`src/rtl/hilo_muldiv_unit_if.sv`:
```
// HI/LO unit bus: EX-side request, HILO read-back and HILO write port.
interface hilo_muldiv_unit_if #(
  parameter int DATA_WIDTH = 32
);
  logic                  flush;
  logic                  op_valid;
  logic [3:0]            op;
  logic [DATA_WIDTH-1:0] operand_1;
  logic [DATA_WIDTH-1:0] operand_2;
  logic [DATA_WIDTH-1:0] hi_read_data;
  logic [DATA_WIDTH-1:0] lo_read_data;
  logic [DATA_WIDTH-1:0] result;
  logic [DATA_WIDTH-1:0] hi_write_data;
  logic [DATA_WIDTH-1:0] lo_write_data;
  logic                  hilo_write_en;
  logic                  stall_req;
  logic                  div_zero;

  // EX pipeline / HILO stage side
  modport master (
    output flush, op_valid, op, operand_1, operand_2, hi_read_data, lo_read_data,
    input  result, hi_write_data, lo_write_data, hilo_write_en, stall_req, div_zero
  );

  // the HI/LO unit itself
  modport slave (
    input  flush, op_valid, op, operand_1, operand_2, hi_read_data, lo_read_data,
    output result, hi_write_data, lo_write_data, hilo_write_en, stall_req, div_zero
  );
endinterface

```
`src/rtl/hilo_muldiv_unit.sv`:
```
// Execute-stage HI/LO unit: MFHI/MFLO/MTHI/MTLO single-cycle, MULT/MULTU via a
// fixed-latency multiply, DIV/DIVU via a restoring radix-2 divider.
// The pipeline is held with stall_req until a one-cycle DONE writes HI/LO.
module hilo_muldiv_unit #(
  parameter int DATA_WIDTH = 32,
  parameter int MUL_STAGES = 2
) (
  input logic               clk,
  input logic               rst,
  hilo_muldiv_unit_if.slave bus
);
  localparam int W  = DATA_WIDTH;
  localparam int CW = $clog2(DATA_WIDTH);

  localparam logic [3:0] OP_MFHI  = 4'd1;
  localparam logic [3:0] OP_MFLO  = 4'd2;
  localparam logic [3:0] OP_MTHI  = 4'd3;
  localparam logic [3:0] OP_MTLO  = 4'd4;
  localparam logic [3:0] OP_MULT  = 4'd5;
  localparam logic [3:0] OP_MULTU = 4'd6;
  localparam logic [3:0] OP_DIV   = 4'd7;
  localparam logic [3:0] OP_DIVU  = 4'd8;

  typedef enum logic [1:0] {IDLE, MUL, DIV, DONE} state_t;

  // per-op control latched at accept
  typedef struct packed {
    logic is_signed;  // MULT / DIV
    logic neg_q;      // quotient sign fixup
    logic neg_r;      // remainder takes dividend sign
    logic dz;         // divide by zero
  } ctl_t;

  state_t state, state_nxt;
  ctl_t   ctl;

  logic [W-1:0]          a_q, b_q;        // multiply operands
  logic [W-1:0]          rem, quo, dvs;   // divider: partial remainder, dividend/quotient, divisor magnitude
  logic [W-1:0]          res_hi, res_lo;  // final HI/LO presented in DONE
  logic [MUL_STAGES:0]   vld_pipe;        // multiply latency tracker, bit k set in MUL cycle k
  logic [CW-1:0]         cnt;             // divide bit counter

  logic                  kill, take, op_signed, is_mul, is_div, div_by_zero;
  logic [W-1:0]          mag_a, mag_b;
  logic [2*W-1:0]        a_ext, b_ext, product;
  logic [W:0]            rem_s, diff;
  logic [W-1:0]          r_nxt, q_nxt, q_fix, r_fix;

  // decode of the op presented in IDLE
  always_comb begin
    kill        = bus.flush | rst;
    take        = (state == IDLE) && bus.op_valid && !kill;
    op_signed   = (bus.op == OP_MULT) || (bus.op == OP_DIV);
    is_mul      = (bus.op == OP_MULT) || (bus.op == OP_MULTU);
    is_div      = (bus.op == OP_DIV)  || (bus.op == OP_DIVU);
    div_by_zero = (bus.operand_2 == '0);
    mag_a       = (op_signed && bus.operand_1[W-1]) ? -bus.operand_1 : bus.operand_1;
    mag_b       = (op_signed && bus.operand_2[W-1]) ? -bus.operand_2 : bus.operand_2;
  end

  // full-width product: extend then multiply, low 2W bits are exact for both signednesses
  always_comb begin
    a_ext   = ctl.is_signed ? {{W{a_q[W-1]}}, a_q} : {{W{1'b0}}, a_q};
    b_ext   = ctl.is_signed ? {{W{b_q[W-1]}}, b_q} : {{W{1'b0}}, b_q};
    product = a_ext * b_ext;
  end

  // one restoring-divide step plus the sign fixup applied on the last step
  always_comb begin
    rem_s = {rem, quo[W-1]};
    diff  = rem_s - {1'b0, dvs};
    r_nxt = diff[W] ? rem_s[W-1:0] : diff[W-1:0];
    q_nxt = {quo[W-2:0], ~diff[W]};
    q_fix = ctl.neg_q ? -q_nxt : q_nxt;
    r_fix = ctl.neg_r ? -r_nxt : r_nxt;
  end

  // state register
  always_ff @(posedge clk) begin
    if (rst) state <= IDLE;
    else     state <= state_nxt;
  end

  // next-state logic; flush always returns to IDLE
  always_comb begin
    state_nxt = state;
    unique case (state)
      IDLE: if (take && is_mul)      state_nxt = MUL;
            else if (take && is_div) state_nxt = div_by_zero ? DONE : DIV;
      MUL:  if (vld_pipe[MUL_STAGES])   state_nxt = DONE;
      DIV:  if (cnt == CW'(W - 1))      state_nxt = DONE;
      DONE: state_nxt = IDLE;
      default: state_nxt = IDLE;
    endcase
    if (bus.flush) state_nxt = IDLE;
  end

  // outputs; stall stays up through a flush cycle mid-op and drops the next cycle
  always_comb begin
    bus.result        = '0;
    bus.hi_write_data = '0;
    bus.lo_write_data = '0;
    bus.hilo_write_en = 1'b0;
    bus.stall_req     = 1'b0;
    bus.div_zero      = 1'b0;
    unique case (state)
      IDLE: if (take) begin
        unique case (bus.op)
          OP_MFHI: bus.result = bus.hi_read_data;
          OP_MFLO: bus.result = bus.lo_read_data;
          OP_MTHI: begin
            bus.hilo_write_en = 1'b1;
            bus.hi_write_data = bus.operand_1;
            bus.lo_write_data = bus.lo_read_data;
          end
          OP_MTLO: begin
            bus.hilo_write_en = 1'b1;
            bus.hi_write_data = bus.hi_read_data;
            bus.lo_write_data = bus.operand_1;
          end
          OP_MULT, OP_MULTU, OP_DIV, OP_DIVU: bus.stall_req = 1'b1;
          default: ;
        endcase
      end
      MUL, DIV: bus.stall_req = 1'b1;
      DONE: if (!kill) begin
        bus.hilo_write_en = 1'b1;
        bus.hi_write_data = res_hi;
        bus.lo_write_data = res_lo;
        bus.div_zero      = ctl.dz;
      end
      default: ;
    endcase
  end

  // datapath: latch at accept, run multiply latency / divide steps, capture results
  always_ff @(posedge clk) begin
    if (rst) begin
      ctl      <= '0;
      a_q      <= '0;
      b_q      <= '0;
      rem      <= '0;
      quo      <= '0;
      dvs      <= '0;
      res_hi   <= '0;
      res_lo   <= '0;
      vld_pipe <= '0;
      cnt      <= '0;
    end else begin
      unique case (state)
        IDLE: if (take && (is_mul || is_div)) begin
          a_q           <= bus.operand_1;
          b_q           <= bus.operand_2;
          ctl.is_signed <= op_signed;
          ctl.neg_q     <= op_signed && (bus.operand_1[W-1] ^ bus.operand_2[W-1]);
          ctl.neg_r     <= op_signed && bus.operand_1[W-1];
          ctl.dz        <= is_div && div_by_zero;
          vld_pipe      <= (MUL_STAGES + 1)'(2);
          cnt           <= '0;
          rem           <= '0;
          quo           <= mag_a;
          dvs           <= mag_b;
          if (is_div && div_by_zero) begin
            res_hi <= bus.operand_1;
            res_lo <= '1;
          end
        end
        MUL: begin
          vld_pipe <= {vld_pipe[MUL_STAGES-1:0], 1'b0};
          if (vld_pipe[MUL_STAGES]) {res_hi, res_lo} <= product;
        end
        DIV: begin
          cnt <= cnt + 1'b1;
          rem <= r_nxt;
          quo <= q_nxt;
          if (cnt == CW'(W - 1)) begin
            res_lo <= q_fix;
            res_hi <= r_fix;
          end
        end
        default: ;
      endcase
    end
  end
endmodule

```
`src/flat_wrapper.sv`:
```
// flat-port wrapper written by rule: the top's interface ports become plain ports
module hilo_muldiv_unit_flat 
#(
  parameter int DATA_WIDTH = 32,
  parameter int MUL_STAGES = 2
)
  (clk, rst, bus_flush, bus_op_valid, bus_op, bus_operand_1, bus_operand_2, bus_hi_read_data, bus_lo_read_data, bus_result, bus_hi_write_data, bus_lo_write_data, bus_hilo_write_en, bus_stall_req, bus_div_zero);
  hilo_muldiv_unit_if #(.DATA_WIDTH(DATA_WIDTH)) bus_i ();
  input logic clk;
  input logic rst;
  input wire logic [$bits(bus_i.flush)-1:0] bus_flush;
  input wire logic [$bits(bus_i.op_valid)-1:0] bus_op_valid;
  input wire logic [$bits(bus_i.op)-1:0] bus_op;
  input wire logic [$bits(bus_i.operand_1)-1:0] bus_operand_1;
  input wire logic [$bits(bus_i.operand_2)-1:0] bus_operand_2;
  input wire logic [$bits(bus_i.hi_read_data)-1:0] bus_hi_read_data;
  input wire logic [$bits(bus_i.lo_read_data)-1:0] bus_lo_read_data;
  output wire logic [$bits(bus_i.result)-1:0] bus_result;
  output wire logic [$bits(bus_i.hi_write_data)-1:0] bus_hi_write_data;
  output wire logic [$bits(bus_i.lo_write_data)-1:0] bus_lo_write_data;
  output wire logic [$bits(bus_i.hilo_write_en)-1:0] bus_hilo_write_en;
  output wire logic [$bits(bus_i.stall_req)-1:0] bus_stall_req;
  output wire logic [$bits(bus_i.div_zero)-1:0] bus_div_zero;
  assign bus_i.flush = bus_flush;
  assign bus_i.op_valid = bus_op_valid;
  assign bus_i.op = bus_op;
  assign bus_i.operand_1 = bus_operand_1;
  assign bus_i.operand_2 = bus_operand_2;
  assign bus_i.hi_read_data = bus_hi_read_data;
  assign bus_i.lo_read_data = bus_lo_read_data;
  assign bus_result = bus_i.result;
  assign bus_hi_write_data = bus_i.hi_write_data;
  assign bus_lo_write_data = bus_i.lo_write_data;
  assign bus_hilo_write_en = bus_i.hilo_write_en;
  assign bus_stall_req = bus_i.stall_req;
  assign bus_div_zero = bus_i.div_zero;
  hilo_muldiv_unit #(.DATA_WIDTH(DATA_WIDTH), .MUL_STAGES(MUL_STAGES)) u_core (.clk(clk), .rst(rst), .bus(bus_i));
endmodule
```
`config.mk`:
```
export PLATFORM = sky130hd
export DESIGN_NAME = hilo_muldiv_unit_flat
export DESIGN_NICKNAME = d
export VERILOG_FILES = /design/src/rtl/hilo_muldiv_unit_if.sv /design/src/rtl/hilo_muldiv_unit.sv /design/src/flat_wrapper.sv
export SDC_FILE = /design/constraint.sdc
export NUM_CORES = 2
export LEC_CHECK = 0
export ABC_AREA = 1
export CORE_UTILIZATION = 55
export CTS_CLUSTER_SIZE = 24
export DETAILED_ROUTE_END_ITERATION = 7
export GPL_TIMING_DRIVEN = 0
export PLACE_DENSITY = 0.76
export REMOVE_ABC_BUFFERS = 1
export SYNTH_ARGS = -nofsm -noshare
export SYNTH_HDL_FRONTEND = slang
export SYNTH_SLANG_ARGS = --single-unit
export TNS_END_PERCENT = 10
```
`constraint.sdc`:
```
create_clock -name clk -period 8.3 [get_ports clk]
set_clock_uncertainty 0.2 [all_clocks]
set_input_delay 1.245 -clock clk [delete_from_list [all_inputs] [get_ports clk]]
set_output_delay 1.245 -clock clk [all_outputs]
set_load 0.01 [all_outputs]
```
==> results.txt <==
TritonCTS clock tree = done
routed length per instance = 22.2 µm
Ys Warns = 0
core outline area = 122000 µm²
GP Congestion = 1.01
sink count of the clock tree = 236
CP Class = reg2reg
synthesis-to-layout area growth = 12.9%
vias in the first global route = 62700
Worst-path clk slew = 0.07 ns
fin cells = 10800
# hold bufs at CTS = 0
largest net degree at the start of global routing = 89
placed cell count = 10600
Boundary Pins = 235
Synth area leader = fa_1
Max stage delay cell, worst path = fa_2
CP delay by family, top = adder cells
Rows = 128
Crit path required time = 8.60 ns
Worst Path Arrival = 9.52 ns
Max H-tree Level = 1
GRT Util Overall = 37.9%
leakage dissipation = 0.0413 µW
Max FO, Critical Path = 6
post-DP HPWL = 184 mm
final worst slack = -0.918 ns
Remaining DRCs = 2
startpoint types = register
die width = 352 µm
Yosys reg bits = 236
clock tree buffer depth = 3
share of cells above drive strength 1 = 9.11%
via count = 61100
total CTS buffers = 28
PD cells = 51.0 nW/µm²
failing checks = design-rule violations, negative setup slack
max-cap violations = 0
worst reg2reg setup slack = -0.92 ns
Buf/Inv on CP = 13
period utilisation layout = 111%
post-synth top area share = 42.1%
Buffers on Ports = 234
Seq/Total Area, Yosys = 7.00%
Area contributors post-synth = fa_1, inv_1, nand2_1
Post-synth ARST share = 0%
iteration-0 DRC count of the detailed router = 6945
initial antenna violation count = 8
CP Capture Type = register
routed vias/inst = 5.64
worst vdd ir = 0.000150 V
syn_area_per_cell = 7.40 µm²
CP dominant cell by count = fa_2
Post-synth top flop = dfxtp_1
min Tclk post-route = 9.22 ns
nets = 11100
final hold vios = 0
clock root buffer = clkbuf_16
Post-synth EDFFs = 0
max-slew violations = 0
fillers = 10500
Worst-Margin Slew = 1.42 ns
1st-pass router iterations = 8
Post-Syn Area = 67500 µm²
global-route wire length before repair = 360 mm
die extent in y = 352 µm
worst hold path class = reg2reg
total power = 3890 µW
Initial Utilization = 55.5%
Synth cell types = 62
die area = 124000 µm²
Setup-failing EPs final = 34
CP peak stage delay = 0.63 ns
outcome = finished with violations
Detail Route Antenna Nets = 0
routed wire length = 240 mm
synthesized instance count = 9129
RSZ-0062 raised after global routing = yes
global route total overflow = 0
worst skew pair latency = 0.58 ns
achievable frequency = 108 MHz
Slew headroom = 5.47%
## cell type report
cell class | instances | area, µm² | share of cell area (%)
diodes | 3 | 7.51 | 0.00985
clock buffers | 38 | 810 | 1.06
flip-flops and latches | 236 | 4940 | 6.48
repair buffers | 449 | 5240 | 6.87
clock inverters | 11 | 168 | 0.220
inverters | 2697 | 10200 | 13.4
multi-input cells | 5771 | 52800 | 69.3
well taps | 1625 | 2030 | 2.67
## report_power, final
group / total, µW / internal [µW] / switching [µW]
logic: 1340 / 406 / 931
registers: 1190 / 1140 / 58.0
clock network: 1350 / 804 / 550
total: 3890 / 2350 / 1540
## cells by family (layout without fill, tap and decap cells)
group                    count (synthesis)  count (layout)  share of synthesized area [%]
XOR/XNOR                                95              95                           1.23
AO/OA/AOI/OAI                          977             977                           8.03
buffers and inverters                 3123            3195                           17.5
adder cells (fa/ha/maj)               1771            1771                           48.6
AND/OR/NAND/NOR                       2927            2928                           17.7
flip-flops                             236             236                           7.00
other                                    0               3                              0
## flip-flops by register name, summed over array words and instances, names as in the netlist
signal           flops
u_core.vld_pipe      2
u_core.a_q          32
u_core.rem          32
u_core.res_lo       32
u_core.state         2
u_core.ctl           4
u_core.res_hi       32
u_core.quo          32
u_core.cnt           5
u_core.dvs          32
u_core.b_q          31
## path summary, 6_finish.rpt
check	startpoint	cells past startpoint	to
worst max-delay path	u_core.ctl[3]	36	u_core.res_hi[30]
worst max register to register	u_core.ctl[3]	36	u_core.res_hi[30]
worst min register to register	u_core.res_hi[15]	2	u_core.res_hi[15]
worst min-delay path	u_core.res_hi[15]	2	u_core.res_hi[15]
## tightest hold or removal path: stages (launching register included)
cell     delay [ns]
dfxtp_1        0.31
nand2_1        0.06
a21oi_1        0.05
## stage by stage
stage | area, µm² | worst slack, ns | hold WS [ns] | util (%) | TNS, ns
floorplan | 65900 | -1.78 | 0.239 | - | -109.69
global placement | 70200 | -14.28 | 0.254 | 57.7 | -3066.55
detailed placement | 71400 | -3.66 | 0.257 | 58.7 | -91.59
global route | 76200 | -1.07 | 0.283 | 62.6 | -24.97
finish | 76200 | -0.918 | 0.269 | 62.6 | -16.13
CTS | 74300 | -0.855 | 0.268 | 61.0 | -15.48
## placed cells by master (no fill, tap or decap), drive strengths merged, types with 2 or more instances in the layout
cell type / count
inv: 2678
nand2: 2045
fa: 1420
nor2: 494
a21oi: 431
ha: 351
o21ai: 282
nand3: 238
dfxtp: 236
clkdlybuf4s50: 233
buf: 210
o22ai: 100
a31oi: 68
xor2: 63
nor3: 62
clkbuf: 44
xnor2: 32
nand4: 29
o211ai: 25
or2: 24
nand3b: 20
clkinvlp: 18
o21bai: 17
a21o: 15
o221ai: 10
a211oi: 10
nor4: 10
clkinv: 8
o21a: 5
bufinv: 4
a221oi: 4
diode: 3
and2: 2
and3: 2
## cells in the mapped netlist (8+ instances only)
| cell type | number |
|---|---|
| o21ai_0 | 274 |
| o22ai_1 | 100 |
| a31oi_1 | 68 |
| nand4_1 | 29 |
| a21o_1 | 15 |
| a21oi_1 | 422 |
| xor2_1 | 63 |
| a21oi_2 | 8 |
| clkbuf_1 | 387 |
| o21bai_1 | 17 |
| o211ai_1 | 25 |
| dfxtp_1 | 236 |
| xnor2_1 | 32 |
| o221ai_1 | 10 |
| a211oi_1 | 10 |
| or2_2 | 23 |
| nand2_1 | 1995 |
| fa_1 | 1420 |
| nand3b_1 | 20 |
| inv_1 | 2680 |
| inv_2 | 14 |
| ha_1 | 351 |
| nor2_1 | 475 |
| nand3_1 | 234 |
| nand2_2 | 41 |
| nor4_1 | 10 |
| buf_1 | 24 |
| nor2_2 | 14 |
| nor3_1 | 58 |
## metal layers
layer / share of wire, % / wire length [µm] / track usage (%)
met3: 12 / 27900 / 7.48
met1: 36 / 86000 / 48.0
met4: 8.1 / 19400 / 24.4
met2: 44 / 107000 / 59.3
met5: 0.024 / 57 / 0
## repair_timing
action / CTS / global route
setup buffers: 85 / 74
setup endpoints to repair: 48 / 44
gates cloned: 1 / 6
pin swaps: 49 / 88
endpoints found under the hold margin: 0 / 0
gates resized for setup: 334 / 250
No activity file was read; power rests on OpenSTA's default activity.
